===== src/rtl/tl_buffer_param_if.sv =====
// TileLink-UL A/D channel bundle; master drives A and accepts D, slave the reverse.
interface tl_buffer_param_if #(
    parameter int ADDR_W = 32,
    parameter int DATA_W = 32,
    parameter int SRC_W  = 4,
    parameter int SIZE_W = 4
);
    logic                  a_valid;
    logic                  a_ready;
    logic [2:0]            a_opcode;
    logic [2:0]            a_param;
    logic [SIZE_W-1:0]     a_size;
    logic [SRC_W-1:0]      a_source;
    logic [ADDR_W-1:0]     a_address;
    logic [6:0]            a_user;
    logic [DATA_W/8-1:0]   a_mask;
    logic [DATA_W-1:0]     a_data;
    logic                  a_corrupt;

    logic                  d_valid;
    logic                  d_ready;
    logic [2:0]            d_opcode;
    logic [1:0]            d_param;
    logic [SIZE_W-1:0]     d_size;
    logic [SRC_W-1:0]      d_source;
    logic                  d_sink;
    logic                  d_denied;
    logic [DATA_W-1:0]     d_data;
    logic                  d_corrupt;

    modport master (
        output a_valid, a_opcode, a_param, a_size, a_source, a_address,
               a_user, a_mask, a_data, a_corrupt,
        input  a_ready,
        input  d_valid, d_opcode, d_param, d_size, d_source, d_sink,
               d_denied, d_data, d_corrupt,
        output d_ready
    );

    modport slave (
        input  a_valid, a_opcode, a_param, a_size, a_source, a_address,
               a_user, a_mask, a_data, a_corrupt,
        output a_ready,
        output d_valid, d_opcode, d_param, d_size, d_source, d_sink,
               d_denied, d_data, d_corrupt,
        input  d_ready
    );
endinterface


===== src/rtl/tl_buffer_param.sv =====
// Parametrised TL-UL A/D buffer with occupancy, outstanding limiter and underflow flag.
// Latency: 1 cycle per queue (0 with FLOW on empty or DEPTH=0); ready drops when full or at MAX_OUT.

module tl_buffer_param_q #(
    parameter int W     = 8,
    parameter int DEPTH = 2,
    parameter int FLOW  = 0,
    parameter int PIPE  = 0,
    parameter int CW    = 2
) (
    input  logic          clk,
    input  logic          rst,
    input  logic          enq_vld,
    output logic          enq_rdy,
    input  logic [W-1:0]  enq_dat,
    output logic          deq_vld,
    input  logic          deq_rdy,
    output logic [W-1:0]  deq_dat,
    output logic [CW-1:0] cnt
);
    generate
        if (DEPTH == 0) begin : g_pass
            assign deq_vld = enq_vld;
            assign enq_rdy = deq_rdy;
            assign deq_dat = enq_dat;
            assign cnt     = '0;
        end else begin : g_q
            localparam int PW = (DEPTH > 1) ? $clog2(DEPTH) : 1;

            logic [W-1:0]  r_mem [DEPTH];
            logic [PW-1:0] r_wptr;
            logic [PW-1:0] r_rptr;
            logic [CW-1:0] r_cnt;
            logic          w_empty;
            logic          w_full;
            logic          w_bypass;
            logic          w_push;
            logic          w_pop;

            function automatic logic [PW-1:0] nxt(input logic [PW-1:0] p);
                return (p == PW'(DEPTH - 1)) ? '0 : p + 1'b1;
            endfunction

            assign w_empty  = (r_cnt == '0);
            assign w_full   = (r_cnt == CW'(DEPTH));
            assign enq_rdy  = !w_full || ((PIPE != 0) && deq_rdy);
            assign deq_vld  = !w_empty || ((FLOW != 0) && enq_vld);
            assign deq_dat  = ((FLOW != 0) && w_empty) ? enq_dat : r_mem[r_rptr];
            // A flow-through beat never touches storage or the count.
            assign w_bypass = (FLOW != 0) && w_empty && enq_vld && deq_rdy;
            assign w_push   = enq_vld && enq_rdy && !w_bypass;
            assign w_pop    = deq_vld && deq_rdy && !w_bypass;
            assign cnt      = r_cnt;

            always_ff @(posedge clk or posedge rst) begin
                if (rst) begin
                    r_wptr <= '0;
                    r_rptr <= '0;
                    r_cnt  <= '0;
                end else begin
                    if (w_push) r_wptr <= nxt(r_wptr);
                    if (w_pop)  r_rptr <= nxt(r_rptr);
                    if (w_push && !w_pop)      r_cnt <= r_cnt + 1'b1;
                    else if (w_pop && !w_push) r_cnt <= r_cnt - 1'b1;
                end
            end

            always_ff @(posedge clk) begin
                if (w_push) r_mem[r_wptr] <= enq_dat;
            end
        end
    endgenerate
endmodule

module tl_buffer_param #(
    parameter int ADDR_W  = 32,
    parameter int DATA_W  = 32,
    parameter int SRC_W   = 4,
    parameter int SIZE_W  = 4,
    parameter int A_DEPTH = 2,
    parameter int D_DEPTH = 2,
    parameter int A_FLOW  = 0,
    parameter int D_FLOW  = 0,
    parameter int A_PIPE  = 0,
    parameter int D_PIPE  = 0,
    parameter int MAX_OUT = 4,
    localparam int AC_W   = (A_DEPTH == 0) ? 1 : $clog2(A_DEPTH + 1),
    localparam int DC_W   = (D_DEPTH == 0) ? 1 : $clog2(D_DEPTH + 1)
) (
    input  logic              clock,
    input  logic              reset,
    tl_buffer_param_if.slave  in_tl,
    tl_buffer_param_if.master out_tl,
    output logic [AC_W-1:0]   a_count,
    output logic [DC_W-1:0]   d_count,
    output logic [7:0]        outstanding,
    output logic              err_underflow
);
    localparam int A_W = 3 + 3 + SIZE_W + SRC_W + ADDR_W + 7 + DATA_W/8 + DATA_W + 1;
    localparam int D_W = 3 + 2 + SIZE_W + SRC_W + 1 + 1 + DATA_W + 1;
    localparam int LB  = $clog2(DATA_W / 8);
    localparam int BW  = 16;

    logic [A_W-1:0] w_a_enq_dat;
    logic [A_W-1:0] w_a_deq_dat;
    logic [D_W-1:0] w_d_enq_dat;
    logic [D_W-1:0] w_d_deq_dat;
    logic           w_a_enq_vld;
    logic           w_a_enq_rdy;
    logic           w_hold;
    logic           w_a_fire;
    logic           w_d_fire;
    logic           w_a_last;
    logic           w_d_last;
    logic [BW-1:0]  r_a_beat;
    logic [BW-1:0]  r_d_beat;
    logic [7:0]     r_out;
    logic           r_err;

    function automatic logic [BW-1:0] beats_m1(input logic [SIZE_W-1:0] size, input logic has_data);
        if (has_data && (int'(size) > LB))
            return BW'((32'd1 << (int'(size) - LB)) - 32'd1);
        return '0;
    endfunction

    assign w_a_enq_dat = {in_tl.a_opcode, in_tl.a_param, in_tl.a_size, in_tl.a_source,
                          in_tl.a_address, in_tl.a_user, in_tl.a_mask, in_tl.a_data,
                          in_tl.a_corrupt};
    assign {out_tl.a_opcode, out_tl.a_param, out_tl.a_size, out_tl.a_source,
            out_tl.a_address, out_tl.a_user, out_tl.a_mask, out_tl.a_data,
            out_tl.a_corrupt} = w_a_deq_dat;

    assign w_d_enq_dat = {out_tl.d_opcode, out_tl.d_param, out_tl.d_size, out_tl.d_source,
                          out_tl.d_sink, out_tl.d_denied, out_tl.d_data, out_tl.d_corrupt};
    assign {in_tl.d_opcode, in_tl.d_param, in_tl.d_size, in_tl.d_source,
            in_tl.d_sink, in_tl.d_denied, in_tl.d_data, in_tl.d_corrupt} = w_d_deq_dat;

    // Only a new message's first beat can be held off; bursts always complete.
    assign w_hold         = (r_out == 8'(MAX_OUT)) && (r_a_beat == '0);
    assign w_a_enq_vld    = in_tl.a_valid && !w_hold;
    assign in_tl.a_ready  = w_a_enq_rdy && !w_hold;

    tl_buffer_param_q #(.W(A_W), .DEPTH(A_DEPTH), .FLOW(A_FLOW), .PIPE(A_PIPE), .CW(AC_W)) u_a_q (
        .clk     (clock),
        .rst     (reset),
        .enq_vld (w_a_enq_vld),
        .enq_rdy (w_a_enq_rdy),
        .enq_dat (w_a_enq_dat),
        .deq_vld (out_tl.a_valid),
        .deq_rdy (out_tl.a_ready),
        .deq_dat (w_a_deq_dat),
        .cnt     (a_count)
    );

    tl_buffer_param_q #(.W(D_W), .DEPTH(D_DEPTH), .FLOW(D_FLOW), .PIPE(D_PIPE), .CW(DC_W)) u_d_q (
        .clk     (clock),
        .rst     (reset),
        .enq_vld (out_tl.d_valid),
        .enq_rdy (out_tl.d_ready),
        .enq_dat (w_d_enq_dat),
        .deq_vld (in_tl.d_valid),
        .deq_rdy (in_tl.d_ready),
        .deq_dat (w_d_deq_dat),
        .cnt     (d_count)
    );

    assign w_a_fire = in_tl.a_valid && in_tl.a_ready;
    assign w_d_fire = in_tl.d_valid && in_tl.d_ready;
    assign w_a_last = (r_a_beat == beats_m1(in_tl.a_size, in_tl.a_opcode <= 3'd3));
    assign w_d_last = (r_d_beat == beats_m1(in_tl.d_size,
                                            (in_tl.d_opcode == 3'd1) || (in_tl.d_opcode == 3'd5)));

    always_ff @(posedge clock or posedge reset) begin
        if (reset) begin
            r_a_beat <= '0;
            r_d_beat <= '0;
        end else begin
            if (w_a_fire) r_a_beat <= w_a_last ? '0 : r_a_beat + 1'b1;
            if (w_d_fire) r_d_beat <= w_d_last ? '0 : r_d_beat + 1'b1;
        end
    end

    always_ff @(posedge clock or posedge reset) begin
        if (reset) begin
            r_out <= '0;
            r_err <= 1'b0;
        end else if (w_a_fire && w_a_last && !(w_d_fire && w_d_last)) begin
            r_out <= r_out + 8'd1;
        end else if (w_d_fire && w_d_last && !(w_a_fire && w_a_last)) begin
            if (r_out == '0) r_err <= 1'b1;
            else             r_out <= r_out - 8'd1;
        end
    end

    assign outstanding   = r_out;
    assign err_underflow = r_err;
endmodule

===== src/flat_wrapper.sv =====
// flat-port wrapper written by rule: the top's interface ports become plain ports
module tl_buffer_param_flat 
#(
    parameter int ADDR_W  = 32,
    parameter int DATA_W  = 32,
    parameter int SRC_W   = 4,
    parameter int SIZE_W  = 4,
    parameter int A_DEPTH = 2,
    parameter int D_DEPTH = 2,
    parameter int A_FLOW  = 0,
    parameter int D_FLOW  = 0,
    parameter int A_PIPE  = 0,
    parameter int D_PIPE  = 0,
    parameter int MAX_OUT = 4,
    localparam int AC_W   = (A_DEPTH == 0) ? 1 : $clog2(A_DEPTH + 1),
    localparam int DC_W   = (D_DEPTH == 0) ? 1 : $clog2(D_DEPTH + 1)
)
  (clock, reset, a_count, d_count, outstanding, err_underflow, in_tl_a_valid, in_tl_a_opcode, in_tl_a_param, in_tl_a_size, in_tl_a_source, in_tl_a_address, in_tl_a_user, in_tl_a_mask, in_tl_a_data, in_tl_a_corrupt, in_tl_a_ready, in_tl_d_valid, in_tl_d_opcode, in_tl_d_param, in_tl_d_size, in_tl_d_source, in_tl_d_sink, in_tl_d_denied, in_tl_d_data, in_tl_d_corrupt, in_tl_d_ready, out_tl_a_valid, out_tl_a_opcode, out_tl_a_param, out_tl_a_size, out_tl_a_source, out_tl_a_address, out_tl_a_user, out_tl_a_mask, out_tl_a_data, out_tl_a_corrupt, out_tl_a_ready, out_tl_d_valid, out_tl_d_opcode, out_tl_d_param, out_tl_d_size, out_tl_d_source, out_tl_d_sink, out_tl_d_denied, out_tl_d_data, out_tl_d_corrupt, out_tl_d_ready);
  tl_buffer_param_if #(.ADDR_W(ADDR_W), .DATA_W(DATA_W), .SRC_W(SRC_W), .SIZE_W(SIZE_W)) in_tl_i ();
  tl_buffer_param_if #(.ADDR_W(ADDR_W), .DATA_W(DATA_W), .SRC_W(SRC_W), .SIZE_W(SIZE_W)) out_tl_i ();
  input  logic clock;
  input  logic reset;
  output logic [AC_W-1:0] a_count;
  output logic [DC_W-1:0] d_count;
  output logic [7:0] outstanding;
  output logic err_underflow;
  input wire logic [$bits(in_tl_i.a_valid)-1:0] in_tl_a_valid;
  input wire logic [$bits(in_tl_i.a_opcode)-1:0] in_tl_a_opcode;
  input wire logic [$bits(in_tl_i.a_param)-1:0] in_tl_a_param;
  input wire logic [$bits(in_tl_i.a_size)-1:0] in_tl_a_size;
  input wire logic [$bits(in_tl_i.a_source)-1:0] in_tl_a_source;
  input wire logic [$bits(in_tl_i.a_address)-1:0] in_tl_a_address;
  input wire logic [$bits(in_tl_i.a_user)-1:0] in_tl_a_user;
  input wire logic [$bits(in_tl_i.a_mask)-1:0] in_tl_a_mask;
  input wire logic [$bits(in_tl_i.a_data)-1:0] in_tl_a_data;
  input wire logic [$bits(in_tl_i.a_corrupt)-1:0] in_tl_a_corrupt;
  output wire logic [$bits(in_tl_i.a_ready)-1:0] in_tl_a_ready;
  output wire logic [$bits(in_tl_i.d_valid)-1:0] in_tl_d_valid;
  output wire logic [$bits(in_tl_i.d_opcode)-1:0] in_tl_d_opcode;
  output wire logic [$bits(in_tl_i.d_param)-1:0] in_tl_d_param;
  output wire logic [$bits(in_tl_i.d_size)-1:0] in_tl_d_size;
  output wire logic [$bits(in_tl_i.d_source)-1:0] in_tl_d_source;
  output wire logic [$bits(in_tl_i.d_sink)-1:0] in_tl_d_sink;
  output wire logic [$bits(in_tl_i.d_denied)-1:0] in_tl_d_denied;
  output wire logic [$bits(in_tl_i.d_data)-1:0] in_tl_d_data;
  output wire logic [$bits(in_tl_i.d_corrupt)-1:0] in_tl_d_corrupt;
  input wire logic [$bits(in_tl_i.d_ready)-1:0] in_tl_d_ready;
  output wire logic [$bits(out_tl_i.a_valid)-1:0] out_tl_a_valid;
  output wire logic [$bits(out_tl_i.a_opcode)-1:0] out_tl_a_opcode;
  output wire logic [$bits(out_tl_i.a_param)-1:0] out_tl_a_param;
  output wire logic [$bits(out_tl_i.a_size)-1:0] out_tl_a_size;
  output wire logic [$bits(out_tl_i.a_source)-1:0] out_tl_a_source;
  output wire logic [$bits(out_tl_i.a_address)-1:0] out_tl_a_address;
  output wire logic [$bits(out_tl_i.a_user)-1:0] out_tl_a_user;
  output wire logic [$bits(out_tl_i.a_mask)-1:0] out_tl_a_mask;
  output wire logic [$bits(out_tl_i.a_data)-1:0] out_tl_a_data;
  output wire logic [$bits(out_tl_i.a_corrupt)-1:0] out_tl_a_corrupt;
  input wire logic [$bits(out_tl_i.a_ready)-1:0] out_tl_a_ready;
  input wire logic [$bits(out_tl_i.d_valid)-1:0] out_tl_d_valid;
  input wire logic [$bits(out_tl_i.d_opcode)-1:0] out_tl_d_opcode;
  input wire logic [$bits(out_tl_i.d_param)-1:0] out_tl_d_param;
  input wire logic [$bits(out_tl_i.d_size)-1:0] out_tl_d_size;
  input wire logic [$bits(out_tl_i.d_source)-1:0] out_tl_d_source;
  input wire logic [$bits(out_tl_i.d_sink)-1:0] out_tl_d_sink;
  input wire logic [$bits(out_tl_i.d_denied)-1:0] out_tl_d_denied;
  input wire logic [$bits(out_tl_i.d_data)-1:0] out_tl_d_data;
  input wire logic [$bits(out_tl_i.d_corrupt)-1:0] out_tl_d_corrupt;
  output wire logic [$bits(out_tl_i.d_ready)-1:0] out_tl_d_ready;
  assign in_tl_i.a_valid = in_tl_a_valid;
  assign in_tl_i.a_opcode = in_tl_a_opcode;
  assign in_tl_i.a_param = in_tl_a_param;
  assign in_tl_i.a_size = in_tl_a_size;
  assign in_tl_i.a_source = in_tl_a_source;
  assign in_tl_i.a_address = in_tl_a_address;
  assign in_tl_i.a_user = in_tl_a_user;
  assign in_tl_i.a_mask = in_tl_a_mask;
  assign in_tl_i.a_data = in_tl_a_data;
  assign in_tl_i.a_corrupt = in_tl_a_corrupt;
  assign in_tl_a_ready = in_tl_i.a_ready;
  assign in_tl_d_valid = in_tl_i.d_valid;
  assign in_tl_d_opcode = in_tl_i.d_opcode;
  assign in_tl_d_param = in_tl_i.d_param;
  assign in_tl_d_size = in_tl_i.d_size;
  assign in_tl_d_source = in_tl_i.d_source;
  assign in_tl_d_sink = in_tl_i.d_sink;
  assign in_tl_d_denied = in_tl_i.d_denied;
  assign in_tl_d_data = in_tl_i.d_data;
  assign in_tl_d_corrupt = in_tl_i.d_corrupt;
  assign in_tl_i.d_ready = in_tl_d_ready;
  assign out_tl_a_valid = out_tl_i.a_valid;
  assign out_tl_a_opcode = out_tl_i.a_opcode;
  assign out_tl_a_param = out_tl_i.a_param;
  assign out_tl_a_size = out_tl_i.a_size;
  assign out_tl_a_source = out_tl_i.a_source;
  assign out_tl_a_address = out_tl_i.a_address;
  assign out_tl_a_user = out_tl_i.a_user;
  assign out_tl_a_mask = out_tl_i.a_mask;
  assign out_tl_a_data = out_tl_i.a_data;
  assign out_tl_a_corrupt = out_tl_i.a_corrupt;
  assign out_tl_i.a_ready = out_tl_a_ready;
  assign out_tl_i.d_valid = out_tl_d_valid;
  assign out_tl_i.d_opcode = out_tl_d_opcode;
  assign out_tl_i.d_param = out_tl_d_param;
  assign out_tl_i.d_size = out_tl_d_size;
  assign out_tl_i.d_source = out_tl_d_source;
  assign out_tl_i.d_sink = out_tl_d_sink;
  assign out_tl_i.d_denied = out_tl_d_denied;
  assign out_tl_i.d_data = out_tl_d_data;
  assign out_tl_i.d_corrupt = out_tl_d_corrupt;
  assign out_tl_d_ready = out_tl_i.d_ready;
  tl_buffer_param #(.ADDR_W(ADDR_W), .DATA_W(DATA_W), .SRC_W(SRC_W), .SIZE_W(SIZE_W), .A_DEPTH(A_DEPTH), .D_DEPTH(D_DEPTH), .A_FLOW(A_FLOW), .D_FLOW(D_FLOW), .A_PIPE(A_PIPE), .D_PIPE(D_PIPE), .MAX_OUT(MAX_OUT)) u_core (.clock(clock), .reset(reset), .in_tl(in_tl_i), .out_tl(out_tl_i), .a_count(a_count), .d_count(d_count), .outstanding(outstanding), .err_underflow(err_underflow));
endmodule

===== config.mk =====
export PLATFORM = sky130hd
export DESIGN_NAME = tl_buffer_param_flat
export DESIGN_NICKNAME = d
export VERILOG_FILES = /design/src/rtl/tl_buffer_param_if.sv /design/src/rtl/tl_buffer_param.sv /design/src/flat_wrapper.sv
export SDC_FILE = /design/constraint.sdc
export NUM_CORES = 1
export LEC_CHECK = 0
export ABC_CLOCK_PERIOD_IN_PS = 6280
export CORE_MARGIN = 1
export CORE_UTILIZATION = 40
export CTS_CLUSTER_SIZE = 10
export DETAILED_ROUTE_END_ITERATION = 10
export PLACE_DENSITY = 0.72
export SKIP_CTS_REPAIR_TIMING = 1
export SYNTH_ARGS = -nofsm -noshare
export SYNTH_HDL_FRONTEND = slang
export SYNTH_SLANG_ARGS = --single-unit

===== constraint.sdc =====
create_clock -name clock -period 6.28 [get_ports clock]
set_input_delay 1.57 -clock clock [delete_from_list [all_inputs] [get_ports clock]]
set_output_delay 1.57 -clock clock [all_outputs]
set_load 0.02 [all_outputs]

==> qor.yml <==
status:
  status: "complete, no violations"
timing:
  fin_ws_ns: 0.2134
  slew_violations: 0
  finalCritPeriodShare_pct: 96.60
  max_freq_ghz: 0.1648
  fin_tns_setup_ns: 0
  final.min_clock_period_ns: 6.067
  worst_slew_pin_slew_ns: 1.016
  relSlewSlack_pct: 32.13
  whs_ns: 0.4946
  clock_skew_ns: 0.01069
  setup_viol: 0
  hold_violations: 0
setup_path:
  cpPeakStageDelay_ns: 0.48
  critPathRequiredTime_ns: 6.71
  critical_path_arrival_ns: 6.50
  critPathMaxFanout: 3
  worstSetupPathType: "in -> reg"
  crit_slowest_cell: "clkdlybuf4s50_1"
  r2r_slack_ns: 0.51
  crit_path_start_kind: "input pin"
  cp-end-kind: "register"
  cpMostUsedCell: "a21o_1"
clocking:
  clockBufferDepth: 3
  insertion_delay_ns: 0.51
  htreeDepth: 2
  cts_tree: "done"
  clock_sinks: 325
  cts-root-buf: "clkbuf_16"
  cts_made_buffers: 39
  path_clk_slew_ns: 0.06
placement:
  placedCellCount: 1739
  gp_congestion: 0.8631
  dpl_cell_area_sq_mm: 0.01814
  place_ws_ns: -0.3222
  port_buffers: 298
  dpl.hpwl_mm: 22.98
synthesis:
  avgSynthCellArea_sq_um: 14.59
  ys_types: 82
  synth_xor_area_share_pct: 2.441
  synth_seq_cells: 325
  yosys.area_share.adder_pct: 2.406
  synth_compound_area_share_pct: 6.957
  synthSimpleGateAreaFrac_pct: 8.151
  synthMuxAreaShare_pct: 11.38
  syn-num-nets: 1155
  ys_seq_area_share_pct: 66.29
  synthesis.area_sq_mm: 0.01435
  yosys_warnings: 0
  syn_inst: 984
  synth_ff_type: "edfxtp_1"
  ys_async_sr_fraction_pct: 15.08
  synth_edf_count: 276
  synth_top_family_by_area: "multiplexers"
power:
  power_frac_comb_pct: 40.3
  cell_internal_pwr_uw: 5786
  p_sw_uw: 3006
  switching_share_pct: 34.19
  leakagePower_uw: 0.006957
  seqPwrFrac_pct: 37.6
  p_per_area_mw_per_mm2: 456.7
  pwr-share-clk_pct: 22.2
  max-vdd-ir-drop_mv: 0.3104
die:
  fp.dieH_um: 191.4
  start_util_pct: 40.55
  row_count: 69
  core_sq_mm: 0.03540
  pin_count: 299
  die_w_um: 191.4
  dieArea_sq_mm: 0.03664
drt:
  wl_mm: 33.09
  vias: 9337
  antenna_left: 0
  wire_per_inst_um: 18.38
  firstDrtPassIters: 5
  drcViolationCount: 0
  vias_per_cell: 5.187
  initialDrtViolationCount: 449
layout:
  fin_nets: 1493
  layoutNonFillerInstCount: 1800
  fillers: 2922
  final_cell_area_sq_mm: 0.01925
  drive_gt1_share_pct: 20.24
  syn_to_final_growth_pct: 34.14
  mostFrequentLayoutCell: "clkdlybuf4s50_1"
  diodes: 0
  final_cell_mix: "clkdlybuf4s50_1, edfxtp_1, mux2_2"
global_route:
  grt_pass1_vias: 9312
  grt_start_max_net_pins: 67
  grt_usage_pct: 17.74
  grt.overflow.total: 0
  antenna_found_initial: 2
  grt_pass1_wl_mm: 51.05
worst_hold_path:
  hp-class: "reg -> reg"
run:
  drv_cap: 0
routing by layer:
| layer | GRT usage (%) | vias to the layer above | wire length (um) |
|---|---|---|---|
| li1 | - | 4410 | - |
| met1 | 22.73 | 4516 | 13730 |
| met2 | 28.18 | 356 | 15130 |
| met3 | 6.756 | 51 | 3588 |
| met4 | 4.426 | 4 | 610 |
| met5 | 0 | - | 25 |
worst paths after layout:
| path | startpoint | end | cells after the start |
|---|---|---|---|
| max | in_tl_a_size[1] | u_core.outstanding[7] | 28 |
| min | u_core.err_underflow | u_core.err_underflow | 1 |
| max reg2reg | u_core.u_d_q.g_q.r_rptr | u_core.outstanding[7] | 26 |
| min reg2reg | u_core.err_underflow | u_core.err_underflow | 1 |
| max in group asynchronous | reset | u_core.u_d_q.g_q.r_rptr | 3 |
| min in group asynchronous | reset | u_core.u_a_q.cnt[1] | 3 |
cells by family after synthesis:
family	Yosys count
simple gates	220
mux	146
xor+xnor	40
fa+ha+maj	27
flops	325
compound gates	142
buf+inv	84
critical path, delay by kind of cell:
kind,cells,cell delay [ns]
simple gates,6,0.97
compound gates,8,1.60
mux,1,0.07
fa+ha+maj,5,1.17
xor+xnor,3,0.39
buf+inv,5,0.73
cells in the mapped netlist (6+ instances only):
library cell / instances / area [sq um]
inv_1: 31 / 116.4
a21oi_1: 29 / 145.1
nand3_1: 23 / 115.1
nand2_1: 55 / 206.5
or3_1: 9 / 56.30
nand3b_1: 6 / 45.04
o21ai_0: 24 / 120.1
xor2_1: 15 / 131.4
nor4_1: 9 / 56.30
mux2_2: 137 / 1543
a21o_1: 15 / 112.6
xnor2_1: 25 / 219.0
or2_2: 6 / 37.54
dfrtp_1: 49 / 1226
a31oi_1: 9 / 56.30
o31ai_1: 10 / 75.07
nor4b_1: 7 / 61.31
nor2_1: 44 / 165.2
mux2i_1: 9 / 90.09
edfxtp_1: 276 / 8288
ha_1: 26 / 325.3
nor3_1: 20 / 100.1
nand4_1: 9 / 56.30
clkbuf_1: 41 / 153.9
sequential cells by signal, summed over array words and instances (netlist names):
signal	cells
u_core.u_a_q.g_q.r_mem	180
u_core.r_a_beat	16
u_core.u_a_q.g_q.r_wptr	1
u_core.err_underflow	1
u_core.outstanding	8
u_core.u_d_q.g_q.r_mem	96
u_core.u_a_q.g_q.r_rptr	1
u_core.u_d_q.g_q.r_rptr	1
u_core.r_d_beat	16
u_core.u_d_q.g_q.r_wptr	1
u_core.u_d_q.cnt	2
u_core.u_a_q.cnt	2
power by group through the flow:
stage / logic, uW / clock network (uW) / registers [uW]
floorplan: 2340 / 0 / 3130
global placement: 3520 / 0 / 3320
detailed placement: 3550 / 0 / 3350
CTS: 3570 / 2010 / 3310
global route: 3810 / 2090 / 3370
finish: 3540 / 1950 / 3300
metrics by stage:
| stage | util, % | total power, uW |
|---|---|---|
| 5_1_grt | 54.39 | 9272 |
| 2_1_floorplan | - | 5475 |
| 3_3_place_gp | 51.25 | 6841 |
| 4_1_cts | 54.31 | 8896 |
| 3_5_place_dp | 51.25 | 6894 |
| 6_report | 54.39 | 8792 |
cell type report:
type | instances | area (sq um) | area share, %
timing repair buffer | 350 | 3401 | 17.66
clock buffer | 54 | 1062 | 5.518
multi-input combinational | 575 | 4557 | 23.67
inverter | 31 | 116.4 | 0.6044
tap | 461 | 576.8 | 2.996
clock inverter | 4 | 20.02 | 0.1040
sequential | 325 | 9519 | 49.44
No activity file was read; power rests on OpenSTA's default activity.
==> RTL edit 1, RTL diff (same flow settings) <==
Set the localparam `BW` to 32 (it was 16).
--- a/src/rtl/tl_buffer_param.sv
+++ b/src/rtl/tl_buffer_param.sv
@@ -99,7 +99,7 @@
     localparam int A_W = 3 + 3 + SIZE_W + SRC_W + ADDR_W + 7 + DATA_W/8 + DATA_W + 1;
     localparam int D_W = 3 + 2 + SIZE_W + SRC_W + 1 + 1 + DATA_W + 1;
     localparam int LB  = $clog2(DATA_W / 8);
-    localparam int BW  = 16;
+    localparam int BW  = 32;
 
     logic [A_W-1:0] w_a_enq_dat;
     logic [A_W-1:0] w_a_deq_dat;
Function: same outputs for any inputs over 4 cycles, from zero or initial values and one cycle with reset high; that may be too few to reach the edited logic, so the function may still have changed.
==> RTL edit 1 against the original RTL <==
Combinational power increased by 2%. Global-route usage increased by 0.69 points. Non-clock buffer count increased by 16. Largest cell class unchanged. Highest routed layer is now met4. Fmax increased by 0.85%. Final cell count increased by 17%. Setup slack improved by 0.051 ns. Synthesized area increased by 14%. Routed wire length increased by 17%. Sequential cell count increased by 32. Final area increased by 12%. Clock skew increased by 0.0096 ns. Total power increased by 7.4%. Sequential power increased by 5%. Die area increased by 13%.
==> RTL edit 1: results <==
group,metric,value,unit
outcome,status,"complete, no violations",
final_layout,reg_top3,"u_core.u_a_q.g_q.r_mem (180), u_core.u_d_q.g_q.r_mem (96)",
logic_synthesis,ys_warn_count,0,
setup_path,reg2reg_to,"u_core.outstanding[7]",
place,gp_congestion,0.856,
final_layout,layoutNonFillerInstCount,2110,
drt,drt_first_pass_iters,7,
final_layout,drive_gt1_share,19.0,%
global_route,grt_pass1_vias,11200,
hold_path,hp-start,"u_core.err_underflow",
logic_synthesis,synth_cell_types,73,
hold_path,min_path_type,"reg2reg",
cts,clockBufferDepth,3,
drt,initialDrtViolationCount,640,
power_and_ir_drop,peakVddDrop,337,uV
logic_synthesis,ys_seq_area_share,63.3,%
setup_path,slowest_delay,0.48,ns
logic_synthesis,async_flop_share,22.7,%
cts,insertion_delay,0.56,ns
setup_path,cp.arrival,6.49,ns
setup_path,r2r_cells,25,
setup_path,worst-r2r-setup-slack,0.30,ns
sta,fin_skew,0.0203,ns
sta,tightest_slew,1.18,ns
place,dpl_cell_area,20300,um^2
setup_path,critPathTopFamily,"simple AND/OR/NAND/NOR gates",
sta,hold-worst-slack,0.455,ns
global_route,grt_pass1_wl,60.3,mm
final_layout,fin_nets,1733,
logic_synthesis,syn-num-nets,1375,
place,dp.cells,2033,
drt,viasPerCell,5.25,
cts,cts_made_buffers,44,
drt,wirelength,38.7,mm
setup_path,cp_max_fo,4,
logic_synthesis,synth.area.top_cells,"edfxtp_1, dfrtp_1, mux2_2",
power_and_ir_drop,p_leak,7.98,nW
global_route,grt_max_degree,91,
global_route,grtUsageTotal,18.4,%
cts,clkTransAtPathRegs,0.06,ns
global_route,grt_antenna_before_repair,1,
logic_synthesis,synthCells,1197,
logic_synthesis,synth_top_cells_by_count,"edfxtp_1, mux2_2, nor2_1, dfrtp_1, nand2_1",
place,dp_hpwl,26.7,mm
## RTL edit 1: cell count changes in the layout (fill, tap and decap cells not counted), moves of 12 or more
cell     change
dfrtp_1     +32
nor2_1      +53
buf_4       +17
nand2_1     +12
a21oi_1     -13
o21ai_0     +12
nand3_1     +22
xor2_1      +30
xnor2_1     +15
## RTL edit 1: stage by stage
stage               util [%]  worst slack [ns]
floorplan                  -            -0.230
global placement        50.8            -0.379
detailed placement      50.8            -0.451
CTS                     54.2             0.136
global route            54.3          -0.00334
finish                  54.3             0.265
## RTL edit 1: logic make-up (layout without fill, tap and decap cells)
family,after synthesis,count (layout),share of synthesized area (%)
DFF,357,357,63.3
AOI/OAI and AO/OA,127,127,5.48
buffers and inverters,83,470,2.12
other,0,1,0
xor gates and xnor gates,88,88,4.98
and+or+nand+nor,362,362,11.4
muxes,146,146,10.1
adders and majority gates,34,34,2.66
## RTL edit 1: how the worst max path moves through the flow
stage                               start                    end  slack (ns)  cells after the start
after floorplan           in_tl_a_size[1]  u_core.outstanding[7]       -0.23                     27
after global placement    in_tl_a_size[1]  u_core.outstanding[7]       -0.38                     25
after detailed placement  in_tl_a_size[1]  u_core.outstanding[7]       -0.45                     25
after CTS                 in_tl_a_size[1]  u_core.outstanding[7]        0.14                     25
after global routing      in_tl_a_size[1]  u_core.outstanding[7]      -0.003                     25
final                     in_tl_a_size[1]  u_core.outstanding[7]        0.26                     25
## RTL edit 1: final cells by class
type | instances | area, um^2
fill | 3299 | 18300
tap | 525 | 657
clock inverter | 10 | 160
antenna | 1 | 2.50
sequential | 357 | 10300
timing repair buffer | 366 | 3510
multi-input combinational | 757 | 5720
clock buffer | 65 | 1180
inverter | 29 | 110
## RTL edit 1: layer usage
layer / share of wire [%] / global-route usage, % / vias up
met4: 1.8 / 5.83 / 0
met5: 0 / 0 / -
met2: 46 / 29.6 / 410
met1: 42 / 23.6 / 5441
met3: 9.5 / 5.92 / 45
li1: - / - / 5186
## RTL edit 1: report_power, final
group          total (W)  internal, W  switching [W]
registers        0.00346      0.00313       0.000336
clock network    0.00236      0.00142       0.000937
logic            0.00362      0.00171        0.00191
==> RTL edit 2, RTL diff (same flow settings) <==
Without the edit above. Put a register stage on the output `d_count`, cleared by the reset. The value now appears one clock later. The other outputs are not delayed to match.
--- a/src/rtl/tl_buffer_param.sv
+++ b/src/rtl/tl_buffer_param.sv
@@ -101,6 +101,8 @@
     localparam int LB  = $clog2(DATA_W / 8);
     localparam int BW  = 16;
 
+    logic [DC_W-1:0] d_count_d;
+
     logic [A_W-1:0] w_a_enq_dat;
     logic [A_W-1:0] w_a_deq_dat;
     logic [D_W-1:0] w_d_enq_dat;
@@ -161,7 +163,7 @@
         .deq_vld (in_tl.d_valid),
         .deq_rdy (in_tl.d_ready),
         .deq_dat (w_d_deq_dat),
-        .cnt     (d_count)
+        .cnt     (d_count_d)
     );
 
     assign w_a_fire = in_tl.a_valid && in_tl.a_ready;
@@ -194,4 +196,12 @@
 
     assign outstanding   = r_out;
     assign err_underflow = r_err;
+    always_ff @(posedge clock or posedge reset) begin
+        if (reset) begin
+            d_count <= '0;
+        end else begin
+            d_count <= d_count_d;
+        end
+    end
+
 endmodule
Function: changed (Yosys sat finds a counterexample within 4 cycles, from zero or initial values and one cycle with reset high).
==> RTL edit 2 against the original RTL <==
Final area up 0.96%. Setup slack gained 0.17 ns. Fmax rose by 3.0%. Via count up 0.71%. Sequential cell count grew 2. Routed wire length increased by 2.1%. Total power down 0.55%. Critical path depth decreased by 3. Die area rose by 0.67%. Clock skew grew 0.017 ns. Synthesized area grew 0.68%. First-iteration DRC count is 6.7% higher. Final cell count rose by 1.2%. Combinational power down 2%. Highest routed layer unchanged.
==> RTL edit 2: results <==
group,metric,value,unit
logic_synthesis,synth_top_cells_by_count,"edfxtp_1, mux2_2, nor2_1, nand2_1, dfrtp_1",
place,dp_slack,-0.171,ns
place,gp_congestion,0.870,
logic_synthesis,syn-num-nets,1158,
drt,wirelength,33.8,mm
power_and_ir_drop,power.density,450,nW/um^2
drt,drt_first_pass_iters,7,
drt,wl_met1,14.3,mm
logic_synthesis,ys_seq_area_share,66.2,%
logic_synthesis,muxShareOfSynthArea,11.4,%
drt,vias,9403,
setup_path,r2r_cells,25,
place,dp_hpwl,23.6,mm
power_and_ir_drop,peakVddDrop,300,uV
place,dpl_cell_area,18300,um^2
setup_path,cp_max_fo,16,
global_route,grt_max_degree,69,
logic_synthesis,synth_xor_area_share,3.27,%
power_and_ir_drop,pg_clk,0.00207,W
outcome,status,"complete, no violations",
logic_synthesis,synth_cell_types,78,
power_and_ir_drop,internal_power,0.00578,W
power_and_ir_drop,p_leak,7.01,nW
logic_synthesis,synth_fa_ha_area_share,2.39,%
global_route,grt.met1_usage,22.4,%
hold_path,hp-start,"u_core.u_d_q.cnt[1]",
setup_path,cp.arrival,6.36,ns
place,dp.cells,1761,
hold_path,hold_path_end,"u_core.d_count[1]",
drt,initialDrtViolationCount,479,
logic_synthesis,syn_area_per_cell,14.6,um^2
sta,fin_skew,0.0279,ns
drt,routedWlPerCell,18.6,um
global_route,use_met3,7.51,%
sta,fin_ws,0.388,ns
global_route,grt_antenna_before_repair,4,
logic_synthesis,synth.area.top_cells,"edfxtp_1, mux2_2, dfrtp_1",
logic_synthesis,synth_top_area_share,57.4,%
drt,dr_wl_met2,14.8,mm
RTL edit 2: critical path, cell delays in order, from the launching register on:
cell	delay, ns
dfrtp_4	0.54
mux2i_4	0.38
ha_1	0.21
ha_1	0.24
and2_1	0.23
nand3_1	0.12
ha_1	0.26
nand2b_1	0.08
a32oi_1	0.42
nor4_1	0.08
nor3_1	0.26
mux2_2	0.36
or4_4	0.51
nor4_4	0.37
inv_2	0.05
ha_1	0.19
inv_1	0.09
ha_1	0.23
a21o_1	0.15
a21oi_1	0.21
o21bai_1	0.09
a21oi_1	0.19
o21ai_0	0.13
xnor2_1	0.13
nor2_1	0.11
xor2_1	0.15
RTL edit 2: cell type report:
type,count,share of cell area (%)
Inverter,30,0.579
Timing Repair Buffer,347,17.3
Sequential cell,327,49.2
Clock inverter,8,0.496
Multi-Input combinational cell,596,23.9
Clock buffer,52,5.48
Tap cell,461,2.97
